File: config.mk
export PLATFORM = sky130hd
export DESIGN_NAME = hazard_ctrl
export DESIGN_NICKNAME = d
export VERILOG_FILES = /design/src/rtl/hazard_ctrl.sv
export SDC_FILE = /design/constraint.sdc
export NUM_CORES = 1
export LEC_CHECK = 0
export CORE_MARGIN = 8
export CORE_UTILIZATION = 35
export CTS_CLUSTER_SIZE = 10
export DETAILED_ROUTE_END_ITERATION = 10
export GPL_ROUTABILITY_DRIVEN = 0
export SLEW_MARGIN = 40
export SYNTH_ARGS = -nofsm -noshare
export SYNTH_HDL_FRONTEND = slang
export SYNTH_SLANG_ARGS = --single-unit
File: constraint.sdc
create_clock -name clk -period 3.25 [get_ports clk]
set_input_delay 0.65 -clock clk [delete_from_list [all_inputs] [get_ports clk]]
set_output_delay 0.65 -clock clk [all_outputs]
set_load 0.01 [all_outputs]
File: src/rtl/hazard_ctrl.sv
// Pipeline hazard and stall controller for the 5-stage core.
//
// Generates the PC enable, the F/D hold and the D/E bubble from three data
// hazard sources (load-use, branch operand, MDU result not ready) and one
// structural source (instruction memory not ready). It also sequences the
// multi-cycle multiply/divide unit with a busy counter and keeps a saturating
// count of cycles in which the PC was held.
//
// Ports:
//   clk, rst                  clock (rising edge), async active-low reset
//   rs_d, rt_d                D-stage source registers
//   use_rs_d, use_rt_d        D instruction actually reads rs / rt
//   is_br_d                   D instruction is a branch resolved in D
//   mdu_use_d                 D instruction reads HI/LO or starts the MDU
//   write_reg_e, reg_write_e  E-stage destination and write enable
//   mem_to_reg_e              E instruction is a load
//   write_reg_m, reg_write_m  M-stage destination and write enable
//   mem_to_reg_m              M instruction is a load
//   mdu_start_e, mdu_is_div_e E instruction starts a multiply / divide
//   imem_ready                instruction memory data valid this cycle
//   pc_en                     PC advance enable
//   stall_d                   hold the F/D register
//   flush_e                   insert a bubble into the D/E register
//   mdu_busy                  MDU operation in progress
//   stall_cycles              saturating count of cycles with pc_en = 0

module hazard_ctrl #(
  parameter int unsigned MULT_CYCLES = 5,
  parameter int unsigned DIV_CYCLES  = 32,
  parameter int unsigned CNT_W       = 6
) (
  input  logic        clk,
  input  logic        rst,
  input  logic [4:0]  rs_d,
  input  logic [4:0]  rt_d,
  input  logic        use_rs_d,
  input  logic        use_rt_d,
  input  logic        is_br_d,
  input  logic        mdu_use_d,
  input  logic [4:0]  write_reg_e,
  input  logic        reg_write_e,
  input  logic        mem_to_reg_e,
  input  logic [4:0]  write_reg_m,
  input  logic        reg_write_m,
  input  logic        mem_to_reg_m,
  input  logic        mdu_start_e,
  input  logic        mdu_is_div_e,
  input  logic        imem_ready,
  output logic        pc_en,
  output logic        stall_d,
  output logic        flush_e,
  output logic        mdu_busy,
  output logic [31:0] stall_cycles
);

  // The start cycle is busy cycle 1 and the final busy cycle has count 0,
  // so the load value is N-2.
  localparam logic [CNT_W-1:0] MultLoad = CNT_W'(MULT_CYCLES - 2);
  localparam logic [CNT_W-1:0] DivLoad  = CNT_W'(DIV_CYCLES - 2);

  typedef enum logic [0:0] {StRun, StMduBusy} state_e;

  state_e            state_q, state_d;
  logic [CNT_W-1:0]  mdu_cnt_q, mdu_cnt_d;
  logic [31:0]       stall_cnt_q, stall_cnt_d;

  // ---------------------------------------------------------------------------
  // Register match detection. Register 0 is hard-wired, so it never matches.
  // ---------------------------------------------------------------------------
  logic match_e_rs, match_e_rt, match_m_rs, match_m_rt;
  logic match_e_any, match_m_any;

  always_comb begin
    match_e_rs  = use_rs_d & reg_write_e & (write_reg_e == rs_d) & (rs_d != 5'd0);
    match_e_rt  = use_rt_d & reg_write_e & (write_reg_e == rt_d) & (rt_d != 5'd0);
    match_m_rs  = use_rs_d & reg_write_m & (write_reg_m == rs_d) & (rs_d != 5'd0);
    match_m_rt  = use_rt_d & reg_write_m & (write_reg_m == rt_d) & (rt_d != 5'd0);
    match_e_any = match_e_rs | match_e_rt;
    match_m_any = match_m_rs | match_m_rt;
  end

  // ---------------------------------------------------------------------------
  // Hazard sources
  // ---------------------------------------------------------------------------
  logic lw_stall, br_stall, md_stall, if_stall, data_hz, hz;

  always_comb begin
    lw_stall = mem_to_reg_e & match_e_any;
    // An ALU result in M is forwarded to D elsewhere; only a load in M must wait.
    br_stall = is_br_d & (match_e_any | (mem_to_reg_m & match_m_any));
    md_stall = mdu_use_d & (state_q == StMduBusy);
    if_stall = ~imem_ready;
    data_hz  = lw_stall | br_stall | md_stall;
    hz       = data_hz | if_stall;
  end

  always_comb begin
    pc_en   = ~hz;
    stall_d = hz;
    // On an imem wait D and E both hold, so no bubble is injected then.
    flush_e = data_hz & imem_ready;
  end

  // ---------------------------------------------------------------------------
  // MDU sequencing FSM: state register
  // ---------------------------------------------------------------------------
  always_ff @(posedge clk or negedge rst) begin
    if (!rst) begin
      state_q   <= StRun;
      mdu_cnt_q <= '0;
    end else begin
      state_q   <= state_d;
      mdu_cnt_q <= mdu_cnt_d;
    end
  end

  // Next state. The counter runs regardless of any pipeline stall.
  always_comb begin
    state_d   = state_q;
    mdu_cnt_d = mdu_cnt_q;
    unique case (state_q)
      StRun: begin
        if (mdu_start_e) begin
          mdu_cnt_d = mdu_is_div_e ? DivLoad : MultLoad;
          state_d   = StMduBusy;
        end
      end
      StMduBusy: begin
        // A start seen here is ignored; its issuer was already held.
        if (mdu_cnt_q == '0) begin
          state_d = StRun;
        end else begin
          mdu_cnt_d = mdu_cnt_q - 1'b1;
        end
      end
      default: begin
        state_d   = StRun;
        mdu_cnt_d = '0;
      end
    endcase
  end

  // FSM outputs
  always_comb begin
    mdu_busy = (state_q == StMduBusy);
  end

  // ---------------------------------------------------------------------------
  // Saturating stall-cycle counter
  // ---------------------------------------------------------------------------
  always_comb begin
    stall_cnt_d = stall_cnt_q;
    if (!pc_en && (stall_cnt_q != 32'hFFFF_FFFF)) begin
      stall_cnt_d = stall_cnt_q + 32'd1;
    end
  end

  always_ff @(posedge clk or negedge rst) begin
    if (!rst) begin
      stall_cnt_q <= '0;
    end else begin
      stall_cnt_q <= stall_cnt_d;
    end
  end

  assign stall_cycles = stall_cnt_q;

endmodule

Yosys cells after proc, flatten, opt, wreduce, memory -nomap -nowiden
Index checks and enable logic that the tools add are counted.
Widths: inputs -> output; s select.
- flip-flop bits (word level): 39
- input port bits: 33
- output and inout port bits: 36
- $add $sub $neg: 2
- eq/ne operators: 7
- mux-type cells: 7
- bitwise operators: 26
- reduce and logical (&&, ||, !) cells: 5
- operators with widths (cell ; number):
    $add 32x1->32 const B ; 1
    $ne 32x32->1 const B ; 1
    $eq 5x5->1 ; 4
    $and 1x1->1 ; 17
    $mux 6 ; 2
    $pmux 6 s2 ; 1
    $reduce_bool 5->1 ; 2
    $logic_not 6->1 ; 1
    $or 1x1->1 ; 6
    $sub 6x1->6 const B ; 1
    $mux 5 ; 1
    $ne 2x2->1 const B ; 2
    $not 1->1 ; 3
    $mux 1 ; 2
    $pmux 1 s2 ; 1
    $reduce_and 2->1 ; 1
    $logic_and 1x1->1 ; 1

Logic depth before layout (Yosys ltp)
Gate-level depths: netlist of run 1.
- depth in word-level cells: 11
- mapped depth: 9
- mapped depth without buffers: 7

Least setup slack after synthesis of run 1
No wires, ideal clock.
- path kind: input port to output port
- start point: input rs_d[0]
- end point: output stall_d
- arrival: 2044 ps
- required time: 2600 ps
- setup slack: 556 ps
- stages on the path: 7
- buffers on the path: 2
- cells stage by stage: or4_1 o21ai_0 a21oi_2 and4b_1 buf_6 buf_2 inv_1
- word-level cells in the longest chain between the ends: 10
- elaborated cells on any way between the ends: 16
- those cells by class: 2 x eq/ne; 13 x bitwise; 1 x reduce/logical
- ends and longest elaborated chain (item ; line ; source):
    start: declaration ; 34 ; input logic [4:0] rs_d,
    $eq 5x5->1 ; 76 ; match_m_rs = use_rs_d & reg_write_m & (write_reg_m == rs_d) & (rs_d != 5'd0);
    $and 1x1->1 (2 in a row) ; 76 ;
    $or 1x1->1 ; 79 ; match_m_any = match_m_rs | match_m_rt;
    $and 1x1->1 ; 90 ; br_stall = is_br_d & (match_e_any | (mem_to_reg_m & match_m_any));
    $or 1x1->1 ; 90 ;
    $and 1x1->1 ; 90 ;
    $or 1x1->1 * (2 in a row) ; 93 ; data_hz = lw_stall | br_stall | md_stall;
    $or 1x1->1 * ; 94 ; hz = data_hz | if_stall;
    end: declaration ; 50 ; output logic stall_d,
Mark *: on every way between the ends. The rest lies on a longest branch, timed or not.

Worst setup path in the final report of run 1
- start point: input rs_d[4]
- end point: output pc_en
- word-level cells in the longest chain between the ends: 11
- elaborated cells on any way between the ends: 17
- those cells by class: 2 x eq/ne; 14 x bitwise; 1 x reduce/logical
- ends and longest elaborated chain (item ; line ; source):
    $eq 5x5->1 ; 76 ;
    $and 1x1->1 (2 in a row) ; 76 ;
    $or 1x1->1 ; 79 ;
    $and 1x1->1 ; 90 ;
    $or 1x1->1 ; 90 ;
    $and 1x1->1 ; 90 ;
    $or 1x1->1 * (2 in a row) ; 93 ;
    $or 1x1->1 * ; 94 ;
    $not 1->1 * ; 98 ; pc_en = ~hz;
    end: declaration ; 49 ; output logic pc_en,
Marked as above.

==> qor.json, run 1 <==
{
  "status": "complete, no violations",
  "io_buffers": 68,
  "crit_path_start": "rs_d[4]",
  "worst_ep_arrival_time_ns": 2.53,
  "synth_top_area_frac": 0.420,
  "worstReg2RegStart": "stall_cycles[18]$_DFFE_PN0P_",
  "post_drt_wl_per_cell_microns": 14.8,
  "globalRoute.totalOverflow": 0,
  "row_count": 29,
  "layout_commonest_cell": "sky130_fd_sc_hd__clkdlybuf4s50_1",
  "syn_area_per_cell_sq_um": 10.2,
  "buf_inv_on_cp": 3,
  "final_max_slew_viol_count": 0,
  "cts_num_sinks": 39,
  "post_synth_main_area_contributors": "sky130_fd_sc_hd__dfrtp_1 (42%), sky130_fd_sc_hd__xor2_1 (13%), sky130_fd_sc_hd__xnor2_1 (6.8%), sky130_fd_sc_hd__nor4_2 (4.3%), sky130_fd_sc_hd__nand3_1 (3.7%)",
  "total_power_mw": 1.79,
  "yosysTopAreaCell": "sky130_fd_sc_hd__dfrtp_1",
  "start_kind": "input pin",
  "postSynth.topFlopCell": "sky130_fd_sc_hd__dfrtp_1",
  "synth_warnings": 0,
  "grtUsageTotal": 0.125,
  "final-setup-viol-count": 0,
  "maximum_count_of_clock_buffers_along_a_single_path": 2,
  "slowest_delay_ns": 0.43,
  "final.period_utilization": 0.980,
  "ant_nets": 0,
  "drv_cap": 0,
  "via_count_of_the_first_global_routing_pass": 2065,
  "route.detailed.drc": 0,
  "critical_path_class": "in2out",
  "drt_iter0_drc": 79,
  "die_width_microns": 97.5,
  "critical_path_peak_fanout": 2,
  "netlist_instances": 228,
  "clk_transition_reported_paths_ns": 0.08,
  "clock_root_buffer": "sky130_fd_sc_hd__clkbuf_8",
  "h-tree-depth": 2,
  "antenna-diode-count": 0,
  "timing.max_slew.rel_slack": 0.667,
  "fp.coreArea_sq_um": 6390,
  "drive_gt1_frac": 0.151,
  "clock_skews_ns": 0.00498,
  "critical-path-slowest-cell": "sky130_fd_sc_hd__clkdlybuf4s50_1",
  "dieHeight_microns": 97.5,
  "place_hpwl_microns": 4490,
  "post_synthesis_net_count": 263,
  "post_detailed_routing_wire_length_microns": 5810,
  "worstPathRequired_ns": 2.60,
  "layout.filler_cells": 593,
  "synth.yosys.seq_area_share": 0.420,
  "detail_route.vias_per_cell": 5.08,
  "postSynth.asyncResetShare": 1.00,
  "grt_antenna_before_repair": 0,
  "insertion_delay_ns": 0.29,
  "synth_edf_count": 0,
  "worst_case_setup_slack_after_placement_ns": -0.285,
  "layout.core_utilization": 0.526,
  "post-route-worst-setup-slack_ns": 0.0664,
  "vias": 2001,
  "yosysUniqueCellTypes": 42,
  "p_leak_nw": 1.39,
  "timing.critical_path.depth": 8,
  "number_of_ports_placed_on_the_die_boundary": 69,
  "synth_area_sq_um": 2330,
  "grt_start_max_net_pins": 40,
  "endpoint_kind": "primary output",
  "floorplan.initialDensity": 0.364,
  "ys_ff_latch": 39,
  "design.die.area_sq_um": 9510,
  "timing.critical_path.max_delay_family": "buffers and inverters",
  "num-nets-final": 351,
  "hold_path_class": "in2async",
  "drt_first_pass_iters": 4,
  "critical_path.cell_chain": "clkdlybuf4s50_1 > xor2_1 > nor4_2 > nand3_1 > a21oi_2 > and4b_2 > buf_4 > clkdlybuf4s15_1",
  "mostFrequentLayoutCells": "sky130_fd_sc_hd__clkdlybuf4s50_1 (59), sky130_fd_sc_hd__dfrtp_1 (39), sky130_fd_sc_hd__xor2_1 (35), sky130_fd_sc_hd__buf_4 (20), sky130_fd_sc_hd__xnor2_1 (18)",
  "power-per-cell-area_nw_per_um2": 534,
  "reg2reg_path_depth": 6,
  "peakVddDrop_mv": 0.253,
  "achievable-frequency_mhz": 314,
  "worst_slew_pin_slew_ns": 0.497,
  "area_growth_syn_to_layout_pct": 44.4,
  "finalHoldViolations": 0,
  "cts_tree": "built",
  "total_cts_buffers": 5,
  "grt_pass1_wl_microns": 9980,
  "finalWorstPathRequiredPeriod_ns": 3.18
}
==> cell families after synthesis <==
family / count (synthesis) / share of synthesized area
buf+inv: 15 / 0.0377
flops: 39 / 0.420
mux: 1 / 0.00484
compound gates: 15 / 0.0452
fa+ha+maj: 2 / 0.0108
xor+xnor: 53 / 0.200
simple gates: 103 / 0.282
==> metal layers <==
metal	up-vias	wire (microns)	GRT usage
li1	989	-	-
met1	940	2650	0.162
met2	65	2550	0.178
met3	7	508	0.0548
met4	0	104	0.0501
met5	-	0	0
==> cell usage after synthesis, types with 2 or more instances <==
library cell              instances
sky130_fd_sc_hd__nor2_1          14
sky130_fd_sc_hd__ha_1             2
sky130_fd_sc_hd__and4_1           2
sky130_fd_sc_hd__nor4b_1          2
sky130_fd_sc_hd__o21ai_0          4
sky130_fd_sc_hd__nor2b_1          2
sky130_fd_sc_hd__or4_1            7
sky130_fd_sc_hd__xnor2_1         18
sky130_fd_sc_hd__xor2_1          35
sky130_fd_sc_hd__nand3_1         17
sky130_fd_sc_hd__inv_1            8
sky130_fd_sc_hd__nand2_1         15
sky130_fd_sc_hd__a31oi_1          2
sky130_fd_sc_hd__buf_2            3
sky130_fd_sc_hd__nor3_2           2
sky130_fd_sc_hd__nor4_2           8
sky130_fd_sc_hd__and3_1           3
sky130_fd_sc_hd__nor3b_1          6
sky130_fd_sc_hd__dfrtp_1         39
sky130_fd_sc_hd__nor3_1          13
sky130_fd_sc_hd__nand4_1          5
==> stage by stage <==
step                hold WS (ns)  instance area (sq um)  cells  setup TNS, ns
global placement           0.472                   3190    384         -0.500
floorplan                  0.354                   2330    228              0
global route               0.350                   3360    394        -0.0139
finish                     0.318                   3360    394              0
detailed placement         0.478                   3200    384         -0.619
CTS                        0.330                   3330    393              0
==> final timing paths <==
kind	to	slack [ns]
min reg2reg	stall_cycles[20]$_DFFE_PN0P_	0.49
max	pc_en	0.07
min	stall_cycles[21]$_DFFE_PN0P_	0.32
max reg2reg	stall_cycles[1]$_DFFE_PN0P_	0.88
max in group asynchronous	stall_cycles[19]$_DFFE_PN0P_	2.59
min in group clk	stall_cycles[20]$_DFFE_PN0P_	0.49
==> layout make-up <==
class                   instances  area [sq um]  share of cell area
multi-input cells             174          1300               0.386
well taps                      77          96.3              0.0287
clock inverters                 2          35.0              0.0104
clock buffers                   6          82.6              0.0246
repair buffers                 88           843               0.251
flip-flops and latches         39           976               0.291
inverters                       8          30.0             0.00894
==> repair_timing <==
action,4_1_cts,5_1_grt
hold buffers,0,0
endpoints found under the setup margin,3,2
buffers inserted,1,1
gates resized for setup,9,7
pin swaps,2,5
==> flip-flops by register name, summed over array words and instances (netlist names) <==
name and count:
mdu_cnt_q 6, mdu_busy 1, stall_cycles 32
==> power by group <==
group / leakage (nW) / switching (mW) / total [mW] / internal [mW]
clock network: 0.0612 / 0.175 / 0.424 / 0.249
logic: 0.881 / 0.267 / 0.617 / 0.349
registers: 0.451 / 0.142 / 0.753 / 0.611
(Power assumes the default switching activity.)
==> inputs of run 2 (changes only) <==
- ABC_AREA: not set -> 1
==> qor.json, run 2 <==
{
  "finalWorstPathRequiredPeriod_ns": 2.99,
  "grt.met3_usage": 0.0282,
  "synth_top_family_by_area": "simple AND/OR/NAND/NOR gates",
  "yosysTopAreaCell": "sky130_fd_sc_hd__dfrtp_1",
  "synth_warnings": 0,
  "route.detailed.drc": 0,
  "worst_ep_arrival_time_ns": 2.34,
  "global_routing_met1_resource_utilization": 0.203,
  "row_count": 33,
  "final_tns_setup_ns": 0,
  "final-setup-viol-count": 0,
  "cts_hold_buf": 0,
  "reg2reg_path_depth": 11,
  "post_drt_wl_per_cell_microns": 13.5,
  "area_growth_syn_to_layout_pct": 30.7,
  "largest_register_ff_count": 32,
  "power-per-cell-area_nw_per_um2": 426,
  "r2r_setup_slk_ns": 0.94,
  "synth_area_sq_um": 2910,
  "yosys-top-cells-count": "sky130_fd_sc_hd__nand2_1 (175), sky130_fd_sc_hd__nand3_1 (55), sky130_fd_sc_hd__inv_1 (43), sky130_fd_sc_hd__nor2_1 (40), sky130_fd_sc_hd__dfrtp_1 (39)",
  "post_cts_buffers": 0,
  "grtUsageTotal": 0.150,
  "die_width_microns": 107,
  "insertion_delay_ns": 0.29,
  "slowest_delay_ns": 0.51,
  "rsz0062_at_grt": "no",
  "clock_skews_ns": 0.00608,
  "floorplan.initialDensity": 0.358,
  "finalHoldViolations": 0,
  "gr_peak_layer": "met2",
  "grt_start_max_net_pins": 40,
  "clk_transition_reported_paths_ns": 0.08,
  "critical-path-slowest-cell": "sky130_fd_sc_hd__clkdlybuf4s50_1",
  "worstPathRequired_ns": 2.60,
  "h-tree-depth": 2,
  "maximum_count_of_clock_buffers_along_a_single_path": 2,
  "ys_ff_latch": 39,
  "cts_num_sinks": 39,
  "grt_antenna_before_repair": 0,
  "synth_edf_count": 0,
  "detail_route.vias_per_cell": 4.83,
  "critical_path_class": "in2out",
  "globalRoute.totalOverflow": 0,
  "p_leak_nw": 1.81,
  "endpoint_kind": "primary output",
  "postSynth.topFlopCell": "sky130_fd_sc_hd__dfrtp_1",
  "crit_top_cell": "sky130_fd_sc_hd__nand2_1",
  "mostFrequentLayoutCells": "sky130_fd_sc_hd__nand2_1 (175), sky130_fd_sc_hd__clkdlybuf4s50_1 (64), sky130_fd_sc_hd__nand3_1 (55), sky130_fd_sc_hd__inv_1 (43)",
  "yosysUniqueCellTypes": 27,
  "peakVddDrop_mv": 0.219,
  "io_buffers": 68,
  "timing.critical_path.max_delay_family": "buffers and inverters",
  "worst_slew_pin_slew_ns": 0.561,
  "post_synth_main_area_contributors": "sky130_fd_sc_hd__dfrtp_1 (34%), sky130_fd_sc_hd__nand2_1 (23%), sky130_fd_sc_hd__nand3_1 (9.5%), sky130_fd_sc_hd__inv_1 (5.5%), sky130_fd_sc_hd__xor2_1 (5.4%)",
  "design.die.area_sq_um": 11500,
  "layout.core_utilization": 0.467,
  "hold_path_class": "in2async",
  "synth-simple-area-share": 0.447,
  "total_cts_buffers": 5,
  "critical_path.cell_chain": "clkdlybuf4s50_1 > inv_1 > nand2_1 > nand2_1 > inv_1 > nand2_1 > nor2_2 > nand2_1 > nand2_1 > nand2_1 > nand4_1 > inv_1 > dlygate4sd2_1",
  "number_of_ports_placed_on_the_die_boundary": 69,
  "worstReg2RegStart": "stall_cycles[0]$_DFFE_PN0P_",
  "netlist_instances": 451,
  "vias": 3013,
  "via_count_of_the_first_global_routing_pass": 2897,
  "status": "complete, no violations",
  "groute.layer.met2.usage": 0.239,
  "timing.critical_path.depth": 13,
  "drt_iter0_drc": 133,
  "postSynth.asyncResetShare": 1.00,
  "clock_root_buffer": "sky130_fd_sc_hd__clkbuf_8",
  "post_detailed_routing_wire_length_microns": 8440,
  "achievable-frequency_mhz": 334,
  "ant_nets": 0,
  "fp.coreArea_sq_um": 8130,
  "drt_first_pass_iters": 4,
  "setup.worst_path.end": "pc_en",
  "crit_path_start": "write_reg_m[1]",
  "grt_pass1_wl_microns": 14200,
  "yosysMostFrequentCell": "sky130_fd_sc_hd__nand2_1",
  "synthMuxAreaShare": 0,
  "synth_top_area_frac": 0.335,
  "layout_commonest_cell": "sky130_fd_sc_hd__nand2_1",
  "timing.max_slew.rel_slack": 0.624,
  "syn_area_per_cell_sq_um": 6.45,
  "place_hpwl_microns": 6600,
  "synth-compound-area-share": 0.0361,
  "start_kind": "input pin",
  "final.period_utilization": 0.920,
  "post_synth_xor_area_fraction": 0.0903,
  "drv_cap": 0,
  "buf_inv_on_cp": 5,
  "post_synthesis_net_count": 486,
  "cts_repair_resize_count": 2,
  "post_synth_fa_ha_maj_area_fraction": 0.00860,
  "cts_tree": "built",
  "critical_path_peak_fanout": 3,
  "final_max_slew_viol_count": 0,
  "drive_gt1_frac": 0.0501,
  "dieHeight_microns": 107,
  "synth.yosys.seq_area_share": 0.335,
  "regToRegEndpoint": "stall_cycles[26]$_DFFE_PN0P_",
  "num-nets-final": 553,
  "antenna-diode-count": 0
}
## run 2: changes by cell type in the layout (fill, tap and decap cells not counted), moves of 6 or more
cell,delta
sky130_fd_sc_hd__nor3_1,+8
sky130_fd_sc_hd__or4_1,-7
sky130_fd_sc_hd__nor2_1,+25
sky130_fd_sc_hd__xor2_1,-17
sky130_fd_sc_hd__inv_1,+35
sky130_fd_sc_hd__nand2_1,+160
sky130_fd_sc_hd__nor4_2,-9
sky130_fd_sc_hd__xnor2_1,-6
sky130_fd_sc_hd__nand3_1,+38
sky130_fd_sc_hd__buf_4,-15
## run 2: worst min-delay path by stage
stage                                              end  slack (ns)  cells after the start
after floorplan                     mdu_busy$_DFF_PN0_        0.35                      0
after global placement        mdu_cnt_q[1]$_DFFE_PN0P_        0.49                      2
after detailed placement      mdu_cnt_q[1]$_DFFE_PN0P_        0.50                      2
after CTS                  stall_cycles[1]$_DFFE_PN0P_        0.33                      1
after global routing      stall_cycles[18]$_DFFE_PN0P_        0.35                      1
final                     stall_cycles[18]$_DFFE_PN0P_        0.32                      1
## run 2: per-layer routing
| metal | wire length, microns | share of wire |
|---|---|---|
| met1 | 4010 | 0.48 |
| met2 | 3910 | 0.46 |
| met3 | 428 | 0.051 |
| met4 | 82 | 0.0097 |
| met5 | 0 | 0 |
## run 2: layout make-up
class                           count  area [sq um]
Timing Repair Buffer               72           708
Tap cell                          105           131
Multi-Input combinational cell    355          1700
Clock buffer                        6          82.6
Fill cell                         851          4330
Clock inverter                      2          35.0
Inverter                           45           169
Sequential cell                    39           976
## run 2: power breakdown
group / switching, mW / leakage (nW) / internal, mW / total, mW
Sequential: 0.100 / 0.522 / 0.563 / 0.664
Combinational: 0.288 / 1.22 / 0.243 / 0.532
Clock: 0.176 / 0.0612 / 0.248 / 0.425
## run 2: metrics by stage
stage | worst slack, ns | hold WS [ns] | total power, mW | std cells | instance area [sq um]
global route | 0.0738 | 0.353 | 1.73 | 624 | 3800
global placement | -0.0245 | 0.491 | 1.19 | 616 | 3680
CTS | 0.114 | 0.326 | 1.65 | 624 | 3790
floorplan | 0.953 | 0.354 | 0.987 | 451 | 2910
detailed placement | -0.00653 | 0.496 | 1.21 | 616 | 3680
finish | 0.259 | 0.316 | 1.62 | 624 | 3800
## run 2: kinds of logic after synthesis
group / Yosys count
flip-flops: 39
AO/OA/AOI/OAI: 17
adder cells (fa/ha/maj): 2
AND/OR/NAND/NOR: 306
XOR/XNOR: 30
buffers and inverters: 57
